[src/rtl/gb_cart_pkg.sv]
// Shared types and header offsets for the cartridge loader.
package gb_cart_pkg;

    typedef enum logic [2:0] {
        IDLE,
        LOAD,
        WRITE,
        FLUSH,
        DONE
    } cart_state_t;

    localparam logic [15:0] HDR_MBC     = 16'h147;
    localparam logic [15:0] HDR_ROM     = 16'h148;
    localparam logic [15:0] HDR_RAM     = 16'h149;
    localparam logic [15:0] HDR_CHK_LO  = 16'h134;
    localparam logic [15:0] HDR_CHK_HI  = 16'h14C;
    localparam logic [15:0] HDR_CHK_SUM = 16'h14D;

endpackage

[src/rtl/cart_loader_if.sv]
// ioctl download channel plus SDRAM word-write request channel.
interface cart_loader_if #(
    parameter int ADDR_W = 25
);
    logic              ioctl_download;
    logic              ioctl_wr;
    logic [ADDR_W-1:0] ioctl_addr;
    logic [7:0]        ioctl_dout;
    logic              ioctl_wait;
    logic              dl_we;
    logic              dl_ack;
    logic [ADDR_W-2:0] dl_addr;
    logic [15:0]       dl_data;

    modport master (
        output ioctl_download, ioctl_wr, ioctl_addr, ioctl_dout, dl_ack,
        input  ioctl_wait, dl_we, dl_addr, dl_data
    );

    modport slave (
        input  ioctl_download, ioctl_wr, ioctl_addr, ioctl_dout, dl_ack,
        output ioctl_wait, dl_we, dl_addr, dl_data
    );
endinterface

[src/rtl/cart_hdr_check.sv]
// Header checksum accumulator over 0x134..0x14C compared against byte 0x14D.
// Only built when CART_HDR_CHECK_EN is defined.
`ifdef CART_HDR_CHECK_EN
module cart_hdr_check
    import gb_cart_pkg::*;
#(
    parameter int ADDR_W = 25
) (
    input  logic              clk_sys,
    input  logic              reset,
    input  logic              clear,
    input  logic              byte_we,
    input  logic [ADDR_W-1:0] byte_addr,
    input  logic [7:0]        byte_data,
    input  logic              cart_ready,
    output logic              cart_hdr_ok
);
    logic [7:0] chk_acc;
    logic [7:0] chk_ref;

    always_ff @(posedge clk_sys or posedge reset) begin
        if (reset) begin
            chk_acc <= 8'h00;
            chk_ref <= 8'h00;
        end else if (clear) begin
            chk_acc <= 8'h00;
            chk_ref <= 8'h00;
        end else if (byte_we) begin
            if (byte_addr >= ADDR_W'(HDR_CHK_LO) && byte_addr <= ADDR_W'(HDR_CHK_HI))
                chk_acc <= chk_acc - byte_data - 8'd1;
            if (byte_addr == ADDR_W'(HDR_CHK_SUM))
                chk_ref <= byte_data;
        end
    end

    assign cart_hdr_ok = cart_ready && (chk_acc == chk_ref);
endmodule
`endif

[src/rtl/cart_loader.sv]
// Packs ioctl ROM bytes into 16-bit SDRAM writes and captures the cartridge header.
// Define CART_HDR_CHECK_EN to compute the header checksum; otherwise cart_hdr_ok follows cart_ready.
module cart_loader
    import gb_cart_pkg::*;
#(
    parameter int ADDR_W      = 25,
    parameter int ACK_TIMEOUT = 255
) (
    input  logic         clk_sys,
    input  logic         reset,
    cart_loader_if.slave bus,
    output logic [7:0]   cart_mbc_type,
    output logic [7:0]   cart_rom_size,
    output logic [7:0]   cart_ram_size,
    output logic         cart_ready,
    output logic         cart_hdr_ok,
    output logic         dl_err
);
    // state | meaning
    // IDLE  | no download seen since reset
    // LOAD  | accepting bytes, pairing even/odd
    // WRITE | word write pending, waiting for dl_ack
    // FLUSH | writing trailing unpaired byte padded with 0xFF
    // DONE  | image complete, cart_ready asserted
    localparam int TMO_W = $clog2(ACK_TIMEOUT + 1);

    cart_state_t       state, state_nx;
    logic              download_q;
    logic              dl_rise;
    logic              busy;
    logic              byte_take;
    logic              overrun;
    logic              timeout;
    logic              have_low;
    logic [7:0]        low_byte;
    logic [ADDR_W-2:0] low_word;
    logic [TMO_W-1:0]  tmo_cnt;

    assign dl_rise   = bus.ioctl_download & ~download_q;
    assign byte_take = bus.ioctl_wr && (state == LOAD);
    assign overrun   = bus.ioctl_wr && busy;
    assign timeout   = busy && !bus.dl_ack && (tmo_cnt == TMO_W'(ACK_TIMEOUT));

    assign bus.dl_we      = busy;
    assign bus.ioctl_wait = busy;

    always_ff @(posedge clk_sys or posedge reset) begin
        if (reset) state <= IDLE;
        else       state <= state_nx;
    end

    always_comb begin
        state_nx = state;
        busy     = 1'b0;
        unique case (state)
            IDLE:  if (dl_rise) state_nx = LOAD;
            LOAD: begin
                if (byte_take && bus.ioctl_addr[0])
                    state_nx = WRITE;
                else if (!byte_take && !bus.ioctl_download)
                    state_nx = have_low ? FLUSH : DONE;
            end
            WRITE: begin
                busy = 1'b1;
                if (bus.dl_ack) state_nx = LOAD;
            end
            FLUSH: begin
                busy = 1'b1;
                if (bus.dl_ack) state_nx = DONE;
            end
            DONE:  if (dl_rise) state_nx = LOAD;
            default: state_nx = IDLE;
        endcase
    end

    always_ff @(posedge clk_sys or posedge reset) begin
        if (reset) begin
            download_q    <= 1'b0;
            have_low      <= 1'b0;
            low_byte      <= 8'h00;
            low_word      <= '0;
            tmo_cnt       <= '0;
            bus.dl_addr   <= '0;
            bus.dl_data   <= 16'h0000;
            cart_mbc_type <= 8'h00;
            cart_rom_size <= 8'h00;
            cart_ram_size <= 8'h00;
            cart_ready    <= 1'b0;
            dl_err        <= 1'b0;
        end else begin
            download_q <= bus.ioctl_download;

            // The request is never abandoned; the counter just saturates so dl_err stays set.
            if (!busy || bus.dl_ack)                   tmo_cnt <= '0;
            else if (tmo_cnt != TMO_W'(ACK_TIMEOUT))   tmo_cnt <= tmo_cnt + 1'b1;

            if (dl_rise) begin
                have_low      <= 1'b0;
                cart_mbc_type <= 8'h00;
                cart_rom_size <= 8'h00;
                cart_ram_size <= 8'h00;
                cart_ready    <= 1'b0;
                dl_err        <= 1'b0;
            end else begin
                if (state == DONE)        cart_ready <= 1'b1;
                if (overrun || timeout)   dl_err     <= 1'b1;

                if (byte_take) begin
                    if (bus.ioctl_addr[0]) begin
                        bus.dl_data <= {bus.ioctl_dout, low_byte};
                        bus.dl_addr <= bus.ioctl_addr[ADDR_W-1:1];
                        have_low    <= 1'b0;
                    end else begin
                        low_byte <= bus.ioctl_dout;
                        low_word <= bus.ioctl_addr[ADDR_W-1:1];
                        have_low <= 1'b1;
                    end
                    if (bus.ioctl_addr == ADDR_W'(HDR_MBC)) cart_mbc_type <= bus.ioctl_dout;
                    if (bus.ioctl_addr == ADDR_W'(HDR_ROM)) cart_rom_size <= bus.ioctl_dout;
                    if (bus.ioctl_addr == ADDR_W'(HDR_RAM)) cart_ram_size <= bus.ioctl_dout;
                end

                if (state == LOAD && state_nx == FLUSH) begin
                    bus.dl_data <= {8'hFF, low_byte};
                    bus.dl_addr <= low_word;
                    have_low    <= 1'b0;
                end
            end
        end
    end

`ifdef CART_HDR_CHECK_EN
    cart_hdr_check #(
        .ADDR_W (ADDR_W)
    ) u_hdr_check (
        .clk_sys     (clk_sys),
        .reset       (reset),
        .clear       (dl_rise),
        .byte_we     (byte_take),
        .byte_addr   (bus.ioctl_addr),
        .byte_data   (bus.ioctl_dout),
        .cart_ready  (cart_ready),
        .cart_hdr_ok (cart_hdr_ok)
    );
`else
    assign cart_hdr_ok = cart_ready;
`endif

endmodule

[src/flat_wrapper.sv]
// flat-port wrapper written by rule: the top's interface ports become plain ports
module cart_loader_flat import gb_cart_pkg::*;
#(
    parameter int ADDR_W      = 25,
    parameter int ACK_TIMEOUT = 255
)
  (clk_sys, reset, cart_mbc_type, cart_rom_size, cart_ram_size, cart_ready, cart_hdr_ok, dl_err, bus_ioctl_download, bus_ioctl_wr, bus_ioctl_addr, bus_ioctl_dout, bus_dl_ack, bus_ioctl_wait, bus_dl_we, bus_dl_addr, bus_dl_data);
  cart_loader_if #(.ADDR_W(ADDR_W)) bus_i ();
  input  logic clk_sys;
  input  logic reset;
  output logic [7:0] cart_mbc_type;
  output logic [7:0] cart_rom_size;
  output logic [7:0] cart_ram_size;
  output logic cart_ready;
  output logic cart_hdr_ok;
  output logic dl_err;
  input wire logic [$bits(bus_i.ioctl_download)-1:0] bus_ioctl_download;
  input wire logic [$bits(bus_i.ioctl_wr)-1:0] bus_ioctl_wr;
  input wire logic [$bits(bus_i.ioctl_addr)-1:0] bus_ioctl_addr;
  input wire logic [$bits(bus_i.ioctl_dout)-1:0] bus_ioctl_dout;
  input wire logic [$bits(bus_i.dl_ack)-1:0] bus_dl_ack;
  output wire logic [$bits(bus_i.ioctl_wait)-1:0] bus_ioctl_wait;
  output wire logic [$bits(bus_i.dl_we)-1:0] bus_dl_we;
  output wire logic [$bits(bus_i.dl_addr)-1:0] bus_dl_addr;
  output wire logic [$bits(bus_i.dl_data)-1:0] bus_dl_data;
  assign bus_i.ioctl_download = bus_ioctl_download;
  assign bus_i.ioctl_wr = bus_ioctl_wr;
  assign bus_i.ioctl_addr = bus_ioctl_addr;
  assign bus_i.ioctl_dout = bus_ioctl_dout;
  assign bus_i.dl_ack = bus_dl_ack;
  assign bus_ioctl_wait = bus_i.ioctl_wait;
  assign bus_dl_we = bus_i.dl_we;
  assign bus_dl_addr = bus_i.dl_addr;
  assign bus_dl_data = bus_i.dl_data;
  cart_loader #(.ADDR_W(ADDR_W), .ACK_TIMEOUT(ACK_TIMEOUT)) u_core (.clk_sys(clk_sys), .reset(reset), .bus(bus_i), .cart_mbc_type(cart_mbc_type), .cart_rom_size(cart_rom_size), .cart_ram_size(cart_ram_size), .cart_ready(cart_ready), .cart_hdr_ok(cart_hdr_ok), .dl_err(dl_err));
endmodule
[config.mk]
export PLATFORM = sky130hd
export DESIGN_NAME = cart_loader_flat
export DESIGN_NICKNAME = d
export VERILOG_FILES = /design/src/rtl/gb_cart_pkg.sv /design/src/rtl/cart_loader_if.sv /design/src/rtl/cart_hdr_check.sv /design/src/rtl/cart_loader.sv /design/src/flat_wrapper.sv
export SDC_FILE = /design/constraint.sdc
export NUM_CORES = 1
export LEC_CHECK = 0
export BUFFER_PORTS_ARGS = -buffer_cell sky130_fd_sc_hd__buf_4
export CAP_MARGIN = 20
export CORE_ASPECT_RATIO = 1.2
export CORE_MARGIN = 3
export CORE_UTILIZATION = 49
export CTS_CLUSTER_DIAMETER = 150
export DETAILED_ROUTE_END_ITERATION = 8
export PLACE_DENSITY_LB_ADDON = 0.15
export SLEW_MARGIN = 10
export SYNTH_ARGS = -nofsm -noshare
export SYNTH_HDL_FRONTEND = slang
export SYNTH_SLANG_ARGS = --single-unit
export TNS_END_PERCENT = 1
[constraint.sdc]
create_clock -name clk_sys -period 3.8 [get_ports clk_sys]
set_input_delay 0.76 -clock clk_sys [delete_from_list [all_inputs] [get_ports clk_sys]]
set_output_delay 0.76 -clock clk_sys [all_outputs]
set_load 0.02 [all_outputs]
==> run metrics, run 1 <==
Placed Cells 600; Synth area leaders dfrtp_1, mux2_2, mux2_4; Worst R2R End u_core.bus.dl_addr[8]; share of layout cells above drive strength 1 a little over two fifths; Final Util 62.7%; CP startpoint kind flip-flop; Leakage ~0.0032 uW; all-layer global routing usage about 19%; slack of the critical path roughly 1.2 ns; Max Slew Vio Count 0; vias per inst 5.41; port bufs around 110; total CTS buffers 9; initial core utilization roughly half; Synth Flop Type dfrtp_1; placer congestion estimate between 0.8 and 0.9; min-delay src u_core.bus.dl_data[8]; Worst path slowest cell dfrtp_1; final wirelength between 10000 and 15000 um; DRC Markers 0; Final Hold Fails 0; Final Non-Filler Cells about 600; routed vias ~3300; top cells by count, synth dfrtp_1, mux2_2, mux2_4; Area Overhead vs Synth 23.5%; CP cell instances nor3b_4 > nand3_4 > a311oi_4 > buf_4 > mux2_2; vias in the first global route around 3400; # fillers slightly above 800; Chip Width between 90 and 100 um; cells after synthesis approximately 380; Worst setup startpoint u_core.state[0]; H-tree depth 3; first-pass GRT wire length roughly 18000 um; clock sink total around 110; syn_nets 422; Worst Hold Depth 1; #FFs+latches synth 111; area share of the largest cell type after synthesis 53.9%; most common cell in the netlist dfrtp_1; Final ANT Viol Nets 0; WHS between 0.4 and 0.5 ns; Fin Setup TNS 0 ns; die area 11800 um2; placement row count 40; Post-CTS Resized 0; num ports between 100 and 150; sequential share of the synthesized area a little over half; fin crit share between 60% and 70%; critical path buffer and inverter count 1; worst r2r path cells 5; Worst VDD drop around 0.43 mV; endpoint class of the critical path flip-flop; Max FO, Critical Path 34; Clock Tree Root clkbuf_16; Setup Slack @ Placement approximately 0.95 ns; Nets 525; Max Buffers Root-to-Sink 2; drt pass-1 iters 6; Core Region between 10000 and 15000 um2; Initial DRC Count roughly 210; CTS clock-pin slew for the worst setup and hold paths 0.07 ns; worst min path class flip-flop to flip-flop; Least-Margin Pin Slew about 0.89 ns; Avg Synthesized Cell Area about 13 um2; # Post-CTS Setup Buffers 0; largest net degree at the start of global routing 73; grt total ovfl 0; CP Data Required Time 4.03 ns; Final setup viols 0; synthesized area just over 5000 um2; PwrDens between 600 and 700 nW/um2; Max Cap Viol 0; CTS tree done; Post-DP HPWL 7730 um; critical path arrival around 2.8 ns; Rel. slew slack 40.8%; initial antenna violation count 0; outcome complete, no violations; worst r2r src u_core.state[0]; critical path's largest stage delay 0.48 ns; hold worst-path end u_core.bus.dl_data[8]; Final Critical Period 2.55 ns; Netlist cell types 47; DR WL/cell 17.8 um; Yosys top cell by area dfrtp_1; antenna cell count 0; number of synthesized flops with an enable pin 0; setup slack, reg-to-reg around 1.2 ns; critical path class flip-flop to flip-flop; Fin Clk Skew around 0.008 ns; Top delay family on crit path simple AND/OR/NAND/NOR gates; FFs w/ async S/R, synth between 90% and 100%; unrepaired setup endpoints after global routing no; yosys warns 0; # hold bufs at CTS 0; Fmax 392 MHz; Die Height ~120 um; Clock Latency Late Sink 0.35 ns
==> sequential cells by signal, summed over array words and instances, names as in the netlist, 3 cells and up <==
name	count
u_core.cart_rom_size	8
u_core.tmo_cnt	8
u_core.bus.dl_addr	24
u_core.cart_ram_size	8
u_core.cart_mbc_type	8
u_core.bus.dl_data	16
u_core.low_word	24
u_core.state	3
u_core.low_byte	8
==> per-layer routing <==
layer	track usage (%)	vias to the layer above	routed length, um
met5	0	-	0
met2	30.6	95	5260
met4	5.04	0	169
met1	25.8	1653	4850
li1	-	1577	-
met3	5.61	14	688
==> cell families after synthesis <==
logic type	after synthesis	share of synthesized area (%)
xor gates and xnor gates	4	0.680
muxes	116	27.0
AOI/OAI and AO/OA	32	4.30
DFF	111	53.9
adders and majority gates	1	0.243
and+or+nand+nor	97	10.9
buffers and inverters	22	2.91
==> how the worst max path moves through the flow <==
stage | end | slack (ns) | depth (start not counted)
global route | u_core.bus.dl_addr[16] | 1.03 | 5
global placement | u_core.bus.dl_addr[4] | 0.99 | 6
CTS | u_core.bus.dl_addr[8] | 1.20 | 5
detailed placement | u_core.bus.dl_addr[8] | 0.95 | 6
floorplan | u_core.bus.dl_addr[0] | 0.11 | 1
finish | u_core.bus.dl_addr[8] | 1.25 | 5
==> cell type report <==
cell class                      count  area (um2)  area share (%)
Clock buffer                       10         239            3.75
Sequential cell                   111        2780            43.6
Clock inverter                      6        91.3            1.43
Multi-Input combinational cell    250        2230            35.0
Tap cell                          126         158            2.48
Timing Repair Buffer              112         866            13.6
Inverter                            2        10.0           0.157
==> placed cells by master, fill, tap and decap left out, drive strengths merged, types with 2 or more instances in the layout <==
cell type    n
nand3        6
nand4       13
mux2        96
mux2i       20
nor3b        3
o21ai        5
bufinv       2
xnor2        3
dfrtp      111
nand2       30
and4         4
a21oi       12
clkinv       2
nand2b      10
nor4b        2
o31ai        8
nor2        17
clkbuf      10
and2         2
nor3         2
nor4         3
buf        112
inv          4
==> metrics by stage <==
stage | cell area, um2 | total power (uW)
2_1_floorplan | 5150 | 2780
3_3_place_gp | 6020 | 3290
3_5_place_dp | 6020 | 3330
4_1_cts | 6350 | 4380
5_1_grt | 6370 | 4560
6_report | 6370 | 4320
==> power breakdown <==
group          switching (uW)  internal, uW
Sequential                260          1590
Combinational             649           792
Clock                     432           601
No activity file was read; power rests on OpenSTA's default activity.
==> inputs of run 2 (changes only) <==
--- a/config.mk
+++ b/config.mk
@@ -9,7 +9,7 @@
 export CAP_MARGIN = 20
 export CORE_ASPECT_RATIO = 1.2
 export CORE_MARGIN = 3
-export CORE_UTILIZATION = 49
+export CORE_UTILIZATION = 55
 export CTS_CLUSTER_DIAMETER = 150
 export DETAILED_ROUTE_END_ITERATION = 8
 export PLACE_DENSITY_LB_ADDON = 0.15
==> constraint.sdc (replaced) <==
create_clock -name clk_sys -period 2.45 [get_ports clk_sys]
set_input_delay 0.49 -clock clk_sys [delete_from_list [all_inputs] [get_ports clk_sys]]
set_output_delay 0.49 -clock clk_sys [all_outputs]
set_load 0.02 [all_outputs]
==> run 2 against run 1 <==
First-iteration DRC count decreased by 34%. Count of clock-buffer cells in the layout unchanged. Combinational power increased by 57%. Via count increased by 2.6%. Sequential power increased by 54%. Final area decreased by 1.5%. Hold slack got worse by 0.23 ns. Clock power increased by 6%. Clock skew increased by 0.00064 ns. Largest power group unchanged. Highest routed layer unchanged.
==> run metrics, run 2 (same netlist as run 1, synthesis figures left out) <==
fin area 6270 um2 (-1.5%); critical path class flip-flop to flip-flop; worst min path class input port to async pin; internal power 4200 uW (+41%); endpoint class of the critical path flip-flop; grt met3 use 3.89% (-1.7 points); Leakage 0.00311 uW (-1.5%); Max Cap Viol 0 (unchanged); critical path arrival 2.37 ns (-0.42 ns); placer congestion estimate 0.721 (-10%); Post-Place Cell Area 6070 um2 (+0.94%); unrepaired setup endpoints after global routing no; most used cells in the layout excluding fill and tap cells buf_4, dfrtp_1, mux2_2, mux2_4, nand2_1; critical path's largest stage delay 0.48 ns (about the same); grt peak-use layer met2; Worst VDD drop 0.652 mV (+53%); DRC Markers 0 (unchanged); Nets 529 (+0.76%); largest net degree at the start of global routing 112 (+53%); Post-DP HPWL 7390 um (-4.4%); Max Buffers Root-to-Sink 2 (unchanged); Clock Tree Root clkbuf_8; drt pass-1 iters 4 (-2); outcome complete, no violations; initial antenna violation count 0 (unchanged); num ports 107 (unchanged); Worst R2R End u_core.low_word[18]; Post-CTS Resized 0 (unchanged); switching portion of total power 32.2% (+1.2 points); share of layout cells above drive strength 1 44.4% (+0.45 points); # Post-CTS Setup Buffers 0 (unchanged); routed vias 3427 (+2.6%); M2 GR Usage 33.8% (+3.2 points); initial core utilization 56.8% (+6.0 points); CTS clock-pin slew for the worst setup and hold paths 0.09 ns (+0.02 ns); Largest regs u_core.bus.dl_addr x24, u_core.low_word x24, u_core.bus.dl_data x16; H-tree depth 3 (unchanged); # hold bufs at CTS 0 (unchanged); setup slack, reg-to-reg 0.32 ns (-0.92 ns); Worst setup startpoint u_core.state[1]; die area 10600 um2 (-10%); Max FO, Critical Path 26 (-24%); grt total ovfl 0 (unchanged); Initial DRC Count 140 (-34%); Final ANT Viol Nets 0 (unchanged); CP cell instances or3b_4 > nor3b_4 > nand2_2 > buf_12 > mux2_4; Clock power frac 17.6% (-6.3 points); Fmax 470 MHz (+20%); Worst path slowest cell or3b_4; clock sink total 111 (unchanged); critical path buffer and inverter count 1 (unchanged); # fillers 676 (-19%); CTS tree done; Fin Clk Skew 0.00860 ns (+0.000640 ns); Final Hold Fails 0 (unchanged); most common cell after layout, fill and taps aside buf_4; Top delay family on crit path simple AND/OR/NAND/NOR gates; total CTS buffers 9 (unchanged); Final Critical Period 2.13 ns (-0.428 ns); all-layer global routing usage 20.7% (+1.4 points); worst r2r src u_core.state[1]; CP startpoint kind flip-flop; worst r2r path cells 5 (unchanged); Least-Margin Pin Slew 0.585 ns (-0.303 ns); Final setup viols 0 (unchanged); fin crit share 86.8% (+20 points); vias per inst 5.57 (+3.0%); port bufs 106 (unchanged); Clock Latency Late Sink 0.36 ns (about the same); Chip Width 94.4 um (-5.3%); Fin Setup TNS 0 ns (unchanged); antenna cell count 0 (unchanged); Rel. slew slack 61.0% (+20 points); Max Slew Vio Count 0 (unchanged); global routing usage on met1 27.4% (+1.6 points); final wirelength 10400 um (-5.5%); first-pass GRT wire length 17300 um (-3.1%); CP Data Required Time 2.70 ns (-1.33 ns); Reg power frac 46.0% (+3.2 points); Core Region 9080 um2 (-11%); Area Overhead vs Synth 21.7%; Die Height 112 um (-5.3%); placement row count 38 (-5.0%); vias in the first global route 3563 (+3.5%); fraction of power consumed by combinational cells 36.4% (+3.1 points); Sw Pwr 2000 uW (+49%); DR WL/cell 16.9 um (-5.2%); PwrDens 987 nW/um2 (+45%)
-- run 2: worst max-delay path by stage --
| stage | cells after the start | endpoint |
|---|---|---|
| after floorplan | 6 | u_core.bus.dl_addr[20] |
| after global placement | 6 | u_core.cart_ram_size[6] |
| after detailed placement | 6 | u_core.cart_ram_size[4] |
| after CTS | 5 | u_core.low_word[1] |
| after global routing | 5 | u_core.low_word[11] |
| final | 5 | u_core.low_word[18] |
-- run 2: area by class of cell --
type	count	area, um2	share of cell area [%]
flip-flops and latches	111	2780	44.3
multi-input cells	250	2230	35.5
repair buffers	116	908	14.5
well taps	120	150	2.39
clock buffers	10	138	2.19
clock inverters	6	60.1	0.958
inverters	2	11.3	0.180
-- run 2: routing by layer --
layer,share of wire (%),wire (um)
met4,2.1,214
met3,5.1,526
met2,50,5140
met5,0,0
met1,43,4490
-- run 2: worst reg2reg max path: stages (launching register included) --
cell and delay (ns):
dfrtp_1 0.47, or3b_4 0.48, nor3b_4 0.27, nand2_2 0.23
buf_12 0.26, mux2_4 0.32
-- run 2: per-stage QoR --
| stage | hold slack (ns) | total power, uW | setup WS (ns) | cells | util (%) |
|---|---|---|---|---|---|
| after floorplan | 0.463 | 4310 | 0.434 | 383 | - |
| after global placement | 0.469 | 5080 | 0.255 | 599 | 66.9 |
| after detailed placement | 0.480 | 5170 | 0.184 | 599 | 66.9 |
| after CTS | 0.272 | 6260 | 0.311 | 615 | 69.1 |
| after global routing | 0.277 | 6540 | 0.197 | 615 | 69.1 |
| final | 0.266 | 6190 | 0.324 | 615 | 69.1 |
-- run 2: power by group through the flow --
stage	combinational, uW	clock [uW]	sequential, uW
after global placement	2230	0	2850
after CTS	2290	1120	2850
after global routing	2400	1200	2930
after floorplan	1120	0	3200
after detailed placement	2300	0	2870
final	2260	1090	2840
